### src/rtl/des_pkg.sv
// Shared DES constants for the round controller: FIPS 46-3 permutation tables,
// key-rotation schedule, FSM state encoding and the permutation helpers.
package des_pkg;

  localparam int DES_BLK    = 64;
  localparam int DES_HALF   = 32;
  localparam int DES_CD     = 28;
  localparam int DES_SUBKEY = 48;

  typedef enum logic [1:0] {
    IDLE  = 2'd0,
    ROUND = 2'd1,
    DONE  = 2'd2
  } des_state_e;

  // Tables use DES bit numbering: entry n names source bit n, bit 1 = MSB.
  localparam int IP_TAB [DES_BLK] = '{
    58, 50, 42, 34, 26, 18, 10, 2,
    60, 52, 44, 36, 28, 20, 12, 4,
    62, 54, 46, 38, 30, 22, 14, 6,
    64, 56, 48, 40, 32, 24, 16, 8,
    57, 49, 41, 33, 25, 17,  9, 1,
    59, 51, 43, 35, 27, 19, 11, 3,
    61, 53, 45, 37, 29, 21, 13, 5,
    63, 55, 47, 39, 31, 23, 15, 7
  };

  localparam int PC1_TAB [2*DES_CD] = '{
    57, 49, 41, 33, 25, 17,  9,
     1, 58, 50, 42, 34, 26, 18,
    10,  2, 59, 51, 43, 35, 27,
    19, 11,  3, 60, 52, 44, 36,
    63, 55, 47, 39, 31, 23, 15,
     7, 62, 54, 46, 38, 30, 22,
    14,  6, 61, 53, 45, 37, 29,
    21, 13,  5, 28, 20, 12,  4
  };

  localparam int PC2_TAB [DES_SUBKEY] = '{
    14, 17, 11, 24,  1,  5,
     3, 28, 15,  6, 21, 10,
    23, 19, 12,  4, 26,  8,
    16,  7, 27, 20, 13,  2,
    41, 52, 31, 37, 47, 55,
    30, 40, 51, 45, 33, 48,
    44, 49, 39, 56, 34, 53,
    46, 42, 50, 36, 29, 32
  };

  // Left-rotation amount for encrypt rounds 1..16 (index = round - 1).
  localparam logic [1:0] SHIFT_TAB [16] = '{
    2'd1, 2'd1, 2'd2, 2'd2, 2'd2, 2'd2, 2'd2, 2'd2,
    2'd1, 2'd2, 2'd2, 2'd2, 2'd2, 2'd2, 2'd2, 2'd1
  };

  function automatic logic [1:DES_BLK] des_ip(input logic [1:DES_BLK] blk);
    logic [1:DES_BLK] res;
    for (int i = 0; i < DES_BLK; i++) res[i+1] = blk[IP_TAB[i]];
    return res;
  endfunction

  function automatic logic [1:2*DES_CD] des_pc1(input logic [1:DES_BLK] key);
    logic [1:2*DES_CD] res;
    for (int i = 0; i < 2*DES_CD; i++) res[i+1] = key[PC1_TAB[i]];
    return res;
  endfunction

  function automatic logic [1:DES_SUBKEY] des_pc2(input logic [1:2*DES_CD] cd);
    logic [1:DES_SUBKEY] res;
    for (int i = 0; i < DES_SUBKEY; i++) res[i+1] = cd[PC2_TAB[i]];
    return res;
  endfunction

  function automatic logic [1:DES_CD] rotl28(input logic [1:DES_CD] x, input logic [1:0] amt);
    case (amt)
      2'd1:    return {x[2:DES_CD], x[1]};
      2'd2:    return {x[3:DES_CD], x[1:2]};
      default: return x;
    endcase
  endfunction

  function automatic logic [1:DES_CD] rotr28(input logic [1:DES_CD] x, input logic [1:0] amt);
    case (amt)
      2'd1:    return {x[DES_CD], x[1:DES_CD-1]};
      2'd2:    return {x[DES_CD-1:DES_CD], x[1:DES_CD-2]};
      default: return x;
    endcase
  endfunction

endpackage

### src/rtl/des_key_sched.sv
// DES key schedule: holds C/D, presents this round's rotated halves through
// PC-2 as the subkey, and commits the rotation when the round advances.
module des_key_sched
  import des_pkg::*;
(
  input  logic                  clk,
  input  logic                  rst_n,
  input  logic                  load,
  input  logic                  step,
  input  logic                  mode,
  input  logic [3:0]            rnd,
  input  logic [1:DES_BLK]      key,
  output logic [1:DES_SUBKEY]   f_k
);

  logic [1:DES_CD]   c_q, d_q;
  logic [1:DES_CD]   c_rot, d_rot;
  logic [1:2*DES_CD] cd_load;
  logic [1:0]        amt;
  logic [3:0]        dec_idx;

  assign cd_load = des_pc1(key);

  // Decrypt round rnd+1 undoes encrypt shift s[17-rnd]; that table index is
  // 16-rnd, i.e. (0 - rnd) mod 16. Round 1 (rnd=0) needs no rotation.
  assign dec_idx = 4'd0 - rnd;

  // NOTE: every always_comb output gets a default before any branch, so no
  // path leaves it unassigned and no latch is inferred.
  always_comb begin
    amt   = 2'd0;
    c_rot = c_q;
    d_rot = d_q;
    if (!mode) begin
      amt   = SHIFT_TAB[rnd];
      c_rot = rotl28(c_q, amt);
      d_rot = rotl28(d_q, amt);
    end else begin
      if (rnd != 4'd0) amt = SHIFT_TAB[dec_idx];
      c_rot = rotr28(c_q, amt);
      d_rot = rotr28(d_q, amt);
    end
  end

  assign f_k = des_pc2({c_rot, d_rot});

  // NOTE: sequential state is written with <= so all flops sample the
  // pre-edge values; blocking '=' stays in the combinational blocks.
  always_ff @(posedge clk or negedge rst_n) begin
    if (!rst_n) begin
      c_q <= '0;
      d_q <= '0;
    end else if (load) begin
      c_q <= cd_load[1:DES_CD];
      d_q <= cd_load[DES_CD+1:2*DES_CD];
    end else if (step) begin
      c_q <= c_rot;
      d_q <= d_rot;
    end
  end

endmodule

### src/rtl/des_round_ctrl.sv
// Iterative DES round controller: IP on acceptance, sixteen Feistel rounds
// through an external f-function, then holds R16||L16 until taken downstream.
module des_round_ctrl
  import des_pkg::*;
(
  input  logic                  clk,
  input  logic                  rst_n,
  input  logic                  in_valid,
  output logic                  in_ready,
  input  logic [1:DES_BLK]      in_data,
  input  logic [1:DES_BLK]      in_key,
  input  logic                  decrypt,
  output logic [1:DES_HALF]     f_r,
  output logic [1:DES_SUBKEY]   f_k,
  input  logic [1:DES_HALF]     f_out,
  output logic [3:0]            round_idx,
  output logic                  out_valid,
  input  logic                  out_ready,
  output logic [1:DES_BLK]      out_data
);

  des_state_e          state_q, state_d;
  logic [1:DES_HALF]   l_q, l_d;
  logic [1:DES_HALF]   r_q, r_d;
  logic [3:0]          rnd_q, rnd_d;
  logic                mode_q, mode_d;
  logic [1:DES_BLK]    ip_blk;
  logic                accept;
  logic                step;

  assign ip_blk = des_ip(in_data);
  assign accept = in_valid && (state_q == IDLE);
  assign step   = (state_q == ROUND);

  des_key_sched u_key_sched (
    .clk   (clk),
    .rst_n (rst_n),
    .load  (accept),
    .step  (step),
    .mode  (mode_q),
    .rnd   (rnd_q),
    .key   (in_key),
    .f_k   (f_k)
  );

  always_comb begin
    state_d = state_q;
    l_d     = l_q;
    r_d     = r_q;
    rnd_d   = rnd_q;
    mode_d  = mode_q;
    unique case (state_q)
      IDLE: begin
        if (in_valid) begin
          state_d = ROUND;
          l_d     = ip_blk[1:DES_HALF];
          r_d     = ip_blk[DES_HALF+1:DES_BLK];
          rnd_d   = 4'd0;
          mode_d  = decrypt;
        end
      end
      ROUND: begin
        l_d   = r_q;
        r_d   = l_q ^ f_out;
        rnd_d = rnd_q + 4'd1;
        if (rnd_q == 4'd15) state_d = DONE;
      end
      DONE: begin
        if (out_ready) state_d = IDLE;
      end
      default: state_d = IDLE;
    endcase
  end

  always_ff @(posedge clk or negedge rst_n) begin
    if (!rst_n) begin
      state_q <= IDLE;
      l_q     <= '0;
      r_q     <= '0;
      rnd_q   <= '0;
      mode_q  <= 1'b0;
    end else begin
      state_q <= state_d;
      l_q     <= l_d;
      r_q     <= r_d;
      rnd_q   <= rnd_d;
      mode_q  <= mode_d;
    end
  end

  // Handshake outputs decode registered state only; no path from in_valid/out_ready.
  assign in_ready  = (state_q == IDLE);
  assign out_valid = (state_q == DONE);
  assign round_idx = (state_q == ROUND) ? rnd_q : 4'd0;
  assign f_r       = r_q;
  assign out_data  = {r_q, l_q};

endmodule

### config.mk
export PLATFORM = sky130hd
export DESIGN_NAME = des_round_ctrl
export DESIGN_NICKNAME = d
export VERILOG_FILES = /design/src/rtl/des_pkg.sv /design/src/rtl/des_key_sched.sv /design/src/rtl/des_round_ctrl.sv
export SDC_FILE = /design/constraint.sdc
export NUM_CORES = 1
export LEC_CHECK = 0
export CAP_MARGIN = 15
export CORE_ASPECT_RATIO = 1.1
export CORE_MARGIN = 8
export CORE_UTILIZATION = 48
export CTS_BUF_LIST = sky130_fd_sc_hd__clkbuf_4
export DETAILED_ROUTE_END_ITERATION = 6
export PLACE_DENSITY = 0.83
export SYNTH_ARGS = -nofsm -noshare
export SYNTH_HDL_FRONTEND = slang
export SYNTH_SLANG_ARGS = --single-unit
### constraint.sdc
create_clock -name clk -period 4.2 [get_ports clk]
set_input_delay 0.42 -clock clk [delete_from_list [all_inputs] [get_ports clk]]
set_output_delay 0.42 -clock clk [all_outputs]
set_load 0.01 [all_outputs]
==> impl_summary.log, run 1 <==
[metrics] worst setup slack after layout: 0.130 ns
[metrics] Place WS: 0.418 ns
[metrics] initial core utilization: approximately half
[metrics] Clock Tree Buf Depth: 2
[metrics] simple-gate portion of the synthesized area: 7.74%
[metrics] main area contributors after synthesis: dfrtp_1, a221o_1, mux2i_1
[metrics] Chip Height: about 160 µm
[metrics] area inside the core boundary: 0.0197 mm²
[metrics] Maximum Capacitance Violations: 0
[metrics] P per Cell Area: around 1100 mW/mm²
[metrics] dominant cell type by area after synthesis: dfrtp_1
[metrics] number of DRC markers after the initial detailed-route iteration: around 1,400
[metrics] routability congestion estimate: between 0.8 and 0.9
[metrics] iteration count of the initial detailed-routing pass: 7
[metrics] sequential share of power: 21.0%
[metrics] number of CTS-inserted buffers: 17
[metrics] post-synthesis mux area share: 6.62%
[metrics] setup total negative slack: 0 ns
[metrics] number of endpoints with negative hold slack in the final report: 0
[metrics] type of element capturing the critical path: output pin
[metrics] Peak Freq: 0.246 GHz
[metrics] post-route DRC violation count: 0
[metrics] Hold/Removal Path Class: input pin to asynchronous set/reset pin
[metrics] Fillers: 1,602
[metrics] Total Power Consumption: 0.0142 W
[metrics] Gate Count Post-Synth: 1,102
[metrics] clock input transition at the sequential cells of the worst setup and hold paths: 0.13 ns
[metrics] maximum fanout count along the critical path: 28
[metrics] io pins: 315
[metrics] CTS tree: done
[metrics] portion of total power attributed to the clock network: ~6.0%
[metrics] Syn-to-layout area delta: 34.1%
[metrics] post-DP HPWL: 23,800 µm
[metrics] share of layout cells above drive strength 1: 7.08%
[metrics] adder and majority gate portion of the synthesized area: 0.527%
[metrics] wire length after detailed routing: 35,400 µm
[metrics] Net Sw Frac: 47.8%
[metrics] XOR/XNOR Fraction of Synth Area: 3.13%
[metrics] overflow left after global routing: 0
[metrics] combinational power share: 73.0%
[metrics] DIE AREA: 0.0246 mm²
[metrics] slew margin rel.: a little over two fifths
[metrics] share of the clock period used by the worst path after layout: 96.9%
[metrics] IR Drop Worst-Case VDD: 691 µV
[metrics] fraction of synthesized cell area taken by the top area cell type: 33.4%
[metrics] routed length per placed instance: 22.8 µm
[metrics] total setup buffers inserted after CTS: 0
[metrics] syn nets: between 1,000 and 1,500
[metrics] number of distinct library cell variants in the gate-level netlist after synthesis: between 40 and 50
[metrics] arrival time at the worst endpoint: between 3 and 4 ns
[metrics] x dimension of the die: about 150 µm
[metrics] global-route wire length before repair: 52,900 µm
[metrics] maximum clock skew at final layout: 0.0272 ns
[metrics] largest net degree at the start of global routing: 103
[metrics] placed standard-cell area: 0.0123 mm²
[metrics] per-instance average area after synthesis: 8.62 µm²
[metrics] antenna viol nets, final: 0
[metrics] Site Rows: 54
[metrics] deepest level of the CTS H-tree: 4
[metrics] post-synth design cell area: 0.00950 mm²
[metrics] Sequential cell area: 0.00318 mm²
[metrics] warning count from the yosys run: 0
[metrics] total of buffers placed on input and output ports: around 310
[metrics] count of state elements after synthesis: 127
[metrics] final-report max-slew violation count: 0
[metrics] Pint: ~0.0074 W
[metrics] Via Count: ~10,000
[metrics] leak pwr: between 5 and 6 nW
[metrics] Multi-input gate area: 0.00534 mm²
[metrics] TritonCTS sink count: 127
[metrics] largest family of logic cells by synthesized area: compound AO/OA/AOI/OAI gates
[metrics] antenna violations before repair: 1
[metrics] critical path data required time: 3.78 ns
[metrics] startpoint class of the critical path: flop
[metrics] vias per std cell: roughly 6.4
[metrics] outcome: completed
[metrics] reported net switching power: 0.00680 W
[metrics] final setup fails: 0
[metrics] number of global-route vias before repair: 9,266
[metrics] latest clock arrival within the worst-skew pair: 0.57 ns
[metrics] overall track demand over capacity in global routing: 27.0%
[metrics] design area: 0.0127 mm²
[metrics] min cycle time layout: 4.07 ns
[metrics] root buffer cell: clkbuf_4
[metrics] sequential fraction of the synthesis area: 33.4%
[metrics] worst setup path class: flop to output pin
[metrics] measured slew at the worst slew-check pin: 0.846 ns
[metrics] fraction of the mapped netlist area in compound gates: a little under two fifths
[metrics] number of nets in the finished design: 1,455
[synthesized netlist by cell type (all sizes together)]
library cell,number
nand3,2
xnor2,34
nor3b,1
clkbuf,94
or3,8
o22ai,7
mux2,8
a31oi,31
o211ai,26
o221ai,8
nand2,80
ha,4
o21ba,1
a22oi,51
a211oi,5
dfrtp,127
o311a,5
o32ai,1
a21oi,44
a221o,58
o21ai,78
and3,1
o21bai,1
inv,55
a31o,1
nor2b,3
nand2b,3
o31ai,1
a2bb2oi,17
a21o,49
nor2,73
buf,76
mux2i,50
o211a,17
nor3,10
o311ai,43
a22o,29
[power groups by stage]
stage,clock (W),combinational (W),sequential (W)
2_1_floorplan,0,0.00635,0.00259
3_3_place_gp,0,0.00973,0.00292
3_5_place_dp,0,0.00995,0.00294
4_1_cts,0.000857,0.0100,0.00292
5_1_grt,0.000911,0.0111,0.00307
6_report,0.000851,0.0104,0.00298
[what timing repair did]
item	CTS	global route
gates resized for setup	3	15
pin swaps	0	3
cloned	0	3
endpoints found under the setup margin	34	46
endpoints found under the hold margin	0	36
hold buffers	0	1
[logic make-up after synthesis]
family | Yosys count
compound gates | 473
xor+xnor | 34
fa+ha+maj | 4
buf+inv | 225
flops | 127
mux | 58
simple gates | 181
[per-layer routing]
layer / wire, µm / vias up / track usage, %
li1: - / 4478 / -
met1: 14400 / 4813 / 36.9
met2: 16500 / 634 / 41.3
met3: 3460 / 84 / 5.93
met4: 1030 / 0 / 9.50
met5: 0 / - / 0
[flip-flops by register name, indices dropped and copies added, names as in the netlist]
register         flops
u_key_sched.c_q     28
mode_q               1
l_q                 32
f_r                 32
rnd_q                4
u_key_sched.d_q     28
state_q              2
[placed cells by master, fill, tap and decap left out, types with 2 or more instances in the layout]
cell type | netlist | routed
o211ai_1 | 26 | 26
inv_1 | 55 | 55
clkbuf_16 | 0 | 3
o21ai_0 | 52 | 52
nand3_1 | 2 | 2
inv_6 | 0 | 6
a2bb2oi_1 | 17 | 17
buf_12 | 2 | 7
ha_4 | 0 | 2
o311ai_0 | 43 | 43
clkbuf_4 | 0 | 18
nor3_1 | 10 | 10
clkinv_4 | 0 | 3
clkdlybuf4s50_1 | 0 | 301
buf_4 | 33 | 17
a21o_1 | 49 | 49
or3_1 | 8 | 8
a211oi_2 | 5 | 5
o211a_1 | 17 | 17
a21oi_1 | 44 | 43
o221ai_1 | 8 | 8
a221o_1 | 58 | 58
xnor2_1 | 34 | 34
dlymetal6s2s_1 | 0 | 4
o311a_1 | 5 | 5
o21ai_1 | 26 | 26
dfrtp_1 | 127 | 124
a22oi_1 | 51 | 51
nor2_1 | 73 | 71
mux2i_1 | 49 | 49
mux2_4 | 7 | 7
o22ai_1 | 7 | 7
clkinv_2 | 0 | 4
dfrtp_2 | 0 | 3
nand2_1 | 80 | 79
nor2b_1 | 3 | 2
a22o_1 | 29 | 29
a31oi_1 | 31 | 31
[area by class of cell]
class / count / share of cell area (%)
timing repair buffer: 335 / 27.0
sequential: 127 / 25.0
inverter: 55 / 1.62
clock buffer: 18 / 1.06
clock inverter: 14 / 1.01
tap: 252 / 2.47
antenna: 1 / 0.0196
multi-input combinational: 750 / 41.9
[worst paths after layout]
path                       startpoint             endpoint  slack, ns  depth (start not counted)
setup / recovery             rnd_q[1]               f_k[8]       0.13                         12
hold / removal                  rst_n  u_key_sched.c_q[17]       0.38                          2
setup reg to reg             rnd_q[1]  u_key_sched.c_q[27]       1.50                         11
hold reg to reg               l_q[10]              l_q[10]       0.59                          2
max in group asynchronous       rst_n              l_q[28]       3.12                          3
min in group clk              decrypt               mode_q       0.38                          3
[worst max-delay path, cell delays in order (launching register included)]
cell             delay, ns
dfrtp_2               0.48
inv_1                 0.14
ha_4                  0.19
xnor2_1               0.12
o32ai_1               0.11
a22o_1                0.29
inv_1                 0.08
ha_2                  0.26
buf_12                0.22
a22o_1                0.16
o22ai_1               0.08
a211oi_2              0.33
clkdlybuf4s50_1       0.61
[stage by stage]
stage / instances / hold WS, ns / utilization [%]
CTS: 1546 / 0.0639 / 64.0
detailed placement: 1514 / 0.559 / 62.6
global placement: 1514 / 0.552 / 62.6
finish: 1552 / 0.376 / 64.8
global route: 1552 / 0.347 / 64.8
floorplan: 1102 / 0.124 / -
No activity file was read; power rests on OpenSTA's default activity.
==> inputs of run 2 (changes only) <==
--- a/config.mk
+++ b/config.mk
@@ -10,8 +10,9 @@
 export CORE_MARGIN = 8
 export CORE_UTILIZATION = 48
 export CTS_BUF_LIST = sky130_fd_sc_hd__clkbuf_4
+export CTS_CLUSTER_SIZE = 40
 export DETAILED_ROUTE_END_ITERATION = 6
-export PLACE_DENSITY = 0.83
+export PLACE_DENSITY = 0.9
 export SYNTH_ARGS = -nofsm -noshare
 export SYNTH_HDL_FRONTEND = slang
 export SYNTH_SLANG_ARGS = --single-unit
==> impl_summary.log, run 2 (synthesis results as in run 1) <==
[metrics] violated checks: negative hold slack
[metrics] highest routing layer actually used: met4
[metrics] min cycle time layout: 4.09 ns (+0.0242 ns)
[metrics] maximum clock skew at final layout: 0.0214 ns (-0.00576 ns)
[metrics] Syn-to-layout area delta: 34.1% (about the same)
[metrics] Chip Height: 164 µm (unchanged)
[metrics] count of non-filler cells in the finished layout: 1,545 (-0.45%)
[metrics] clock input transition at the sequential cells of the worst setup and hold paths: 0.11 ns (-0.02 ns)
[metrics] initial core utilization: 48.3% (unchanged)
[metrics] startpoint class of the critical path: flop
[metrics] Fillers: 1,537 (-4.1%)
[metrics] latest clock arrival within the worst-skew pair: 0.57 ns (about the same)
[metrics] critical path data required time: 3.78 ns (about the same)
[metrics] TritonCTS sink count: 127 (unchanged)
[metrics] area inside the core boundary: 0.0197 mm² (unchanged)
[metrics] Maximum Capacitance Violations: 0 (unchanged)
[metrics] worst setup path class: flop to output pin
[metrics] largest stage delay on the critical path: 0.61 ns (about the same)
[metrics] measured slew at the worst slew-check pin: 0.981 ns (+0.135 ns)
[metrics] DP Cell Count: 1,509 (-0.33%)
[metrics] wire length on met3: 3570 µm (+3.3%)
[metrics] cell breakdown of the critical path: inv_1 > ha_4 > xnor2_1 > o32ai_1 > a22o_1 > inv_1 > ha_2 > buf_12 > a22o_1 > o22ai_1 > a211oi_2 > clkdlybuf4s50_1
[metrics] startpoint of the most critical register-to-register path: rnd_q[1]
[metrics] vias per std cell: 6.41 (-0.61%)
[metrics] placed standard-cell area: 0.0123 mm² (-0.10%)
[metrics] met2 wire len: 16,300 µm (-1.1%)
[metrics] critical path's top delay family: buffers and inverters
[metrics] share of layout cells above drive strength 1: 6.81% (-0.27 points)
[metrics] Worst Reg2Reg Path Length in Cells: 11 (unchanged)
[metrics] P per Cell Area: 1120 mW/mm² (+0.23%)
[metrics] critical path's slowest cell: clkdlybuf4s50_1
[metrics] leak pwr: 5.53 nW (-0.39%)
[metrics] final-report max-slew violation count: 0 (unchanged)
[metrics] maximum fanout count along the critical path: 28 (unchanged)
[metrics] largest net degree at the start of global routing: 131 (+27%)
[metrics] wire length after detailed routing: 34,800 µm (-1.6%)
[metrics] antenna violations before repair: 1 (unchanged)
[metrics] total setup buffers inserted after CTS: 0 (unchanged)
[metrics] io pins: 315 (unchanged)
[metrics] outcome: finished, violations left
[metrics] Site Rows: 54 (unchanged)
[metrics] type of element capturing the critical path: output pin
[metrics] antenna viol nets, final: 0 (unchanged)
[metrics] IR Drop Worst-Case VDD: 641 µV (-7.3%)
[metrics] global-route wire length before repair: 52,700 µm (-0.30%)
[metrics] arrival time at the worst endpoint: 3.67 ns (+0.02 ns)
[metrics] root buffer cell: clkbuf_4
[metrics] x dimension of the die: 150 µm (unchanged)
[metrics] number of CTS-inserted buffers: 17 (unchanged)
[metrics] end-of-flow core utilization: 64.8% (about the same)
[metrics] Via Count: 9,903 (-1.1%)
[metrics] iteration count of the initial detailed-routing pass: 6 (-1)
[metrics] overflow left after global routing: 0 (unchanged)
[metrics] commonest non-fill, non-tap cell in the layout: clkdlybuf4s50_1
[metrics] tightest hold margin: -0.00257 ns (-0.378 ns)
[metrics] share of the clock period used by the worst path after layout: 97.5% (+0.58 points)
[metrics] DIE AREA: 0.0246 mm² (unchanged)
[metrics] routability congestion estimate: 0.900 (+7.3%)
[metrics] Peak Freq: 0.244 GHz (-0.59%)
[metrics] deepest level of the CTS H-tree: 4 (unchanged)
[metrics] number of global-route vias before repair: 9,313 (+0.51%)
[metrics] setup slack of the worst register-to-register path: 1.35 ns (-0.15 ns)
[metrics] setup total negative slack: 0 ns (unchanged)
[metrics] total of buffers placed on input and output ports: 306 (unchanged)
[metrics] CTS tree: done
[metrics] most frequent cells in the layout: clkdlybuf4s50_1, dfrtp_1, nand2_1
[metrics] Total Power Consumption: 0.0143 W (+0.25%)
[metrics] design area: 0.0127 mm² (about the same)
[metrics] slew margin rel.: 34.6% (-9.0 points)
[metrics] WP buf/inv: 4 (unchanged)
[metrics] number of endpoints with negative hold slack in the final report: 3 (+3)
[metrics] overall track demand over capacity in global routing: 26.8% (-0.21 points)
[metrics] Hold/Removal Path Class: input pin to asynchronous set/reset pin
[metrics] post-route DRC violation count: 0 (unchanged)
[metrics] Clock Tree Buf Depth: 2 (unchanged)
[metrics] post-DP HPWL: 23,400 µm (-1.8%)
[metrics] FF-to-FF End: u_key_sched.d_q[26]
[metrics] number of nets in the finished design: 1,448 (-0.48%)
[metrics] wire length the detailed router placed on met1: 13,800 µm (-4.6%)
[metrics] routed length per placed instance: 22.6 µm (-1.2%)
[metrics] number of DRC markers after the initial detailed-route iteration: 1,403 (+3.5%)
[metrics] final setup fails: 0 (unchanged)
-- run 2: cell count changes in the layout (fill, tap and decap cells not counted), moves of 2 or more --
cell / delta
buf_4: -5
clkinv_2: -4
bufinv_16: +2
a21oi_2: +4
a21oi_1: -4
-- run 2: final cells by class --
type	count	area, µm²	share of cell area [%]
flip-flops and latches	127	3180	25.0
clock buffers	18	135	1.06
inverters	55	206	1.62
diodes	1	2.50	0.0196
well taps	252	315	2.47
multi-input cells	750	5350	41.9
repair buffers	328	3380	26.5
clock inverters	14	180	1.41
-- run 2: power breakdown --
part | internal [W] | switching, W
Clock | 0.000431 | 0.000543
Combinational | 0.00518 | 0.00513
Sequential | 0.00190 | 0.00108
-- run 2: worst max-delay path by stage --
stage	slack (ns)	start	endpoint	cells past startpoint
after CTS	0.001	rnd_q[1]	f_k[8]	11
after global placement	0.60	rnd_q[0]	f_k[47]	11
after global routing	-0.02	rnd_q[1]	f_k[37]	12
after floorplan	0.66	rnd_q[1]	f_k[10]	14
after detailed placement	0.55	rnd_q[0]	f_k[24]	12
final	0.11	rnd_q[1]	f_k[40]	12
-- run 2: metrics by stage --
stage / setup slack [ns] / hold slack [ns]
after floorplan: 0.662 / 0.124
after global placement: 0.603 / 0.542
after detailed placement: 0.554 / 0.552
after CTS: 0.00132 / 0.00881
after global routing: -0.0184 / 0.0463
final: 0.106 / -0.00257
-- run 2: routing by layer --
metal,track usage [%],vias up
li1,-,4460
met1,35.9,4779
met2,39.9,578
met3,7.34,86
met4,11.1,0
met5,0,-
-- run 2: repair_timing --
action	4_1_cts	5_1_grt
cloned	0	2
setup endpoints to repair	15	46
resized for setup	2	14
hold buffers	0	0
pin swaps	0	1
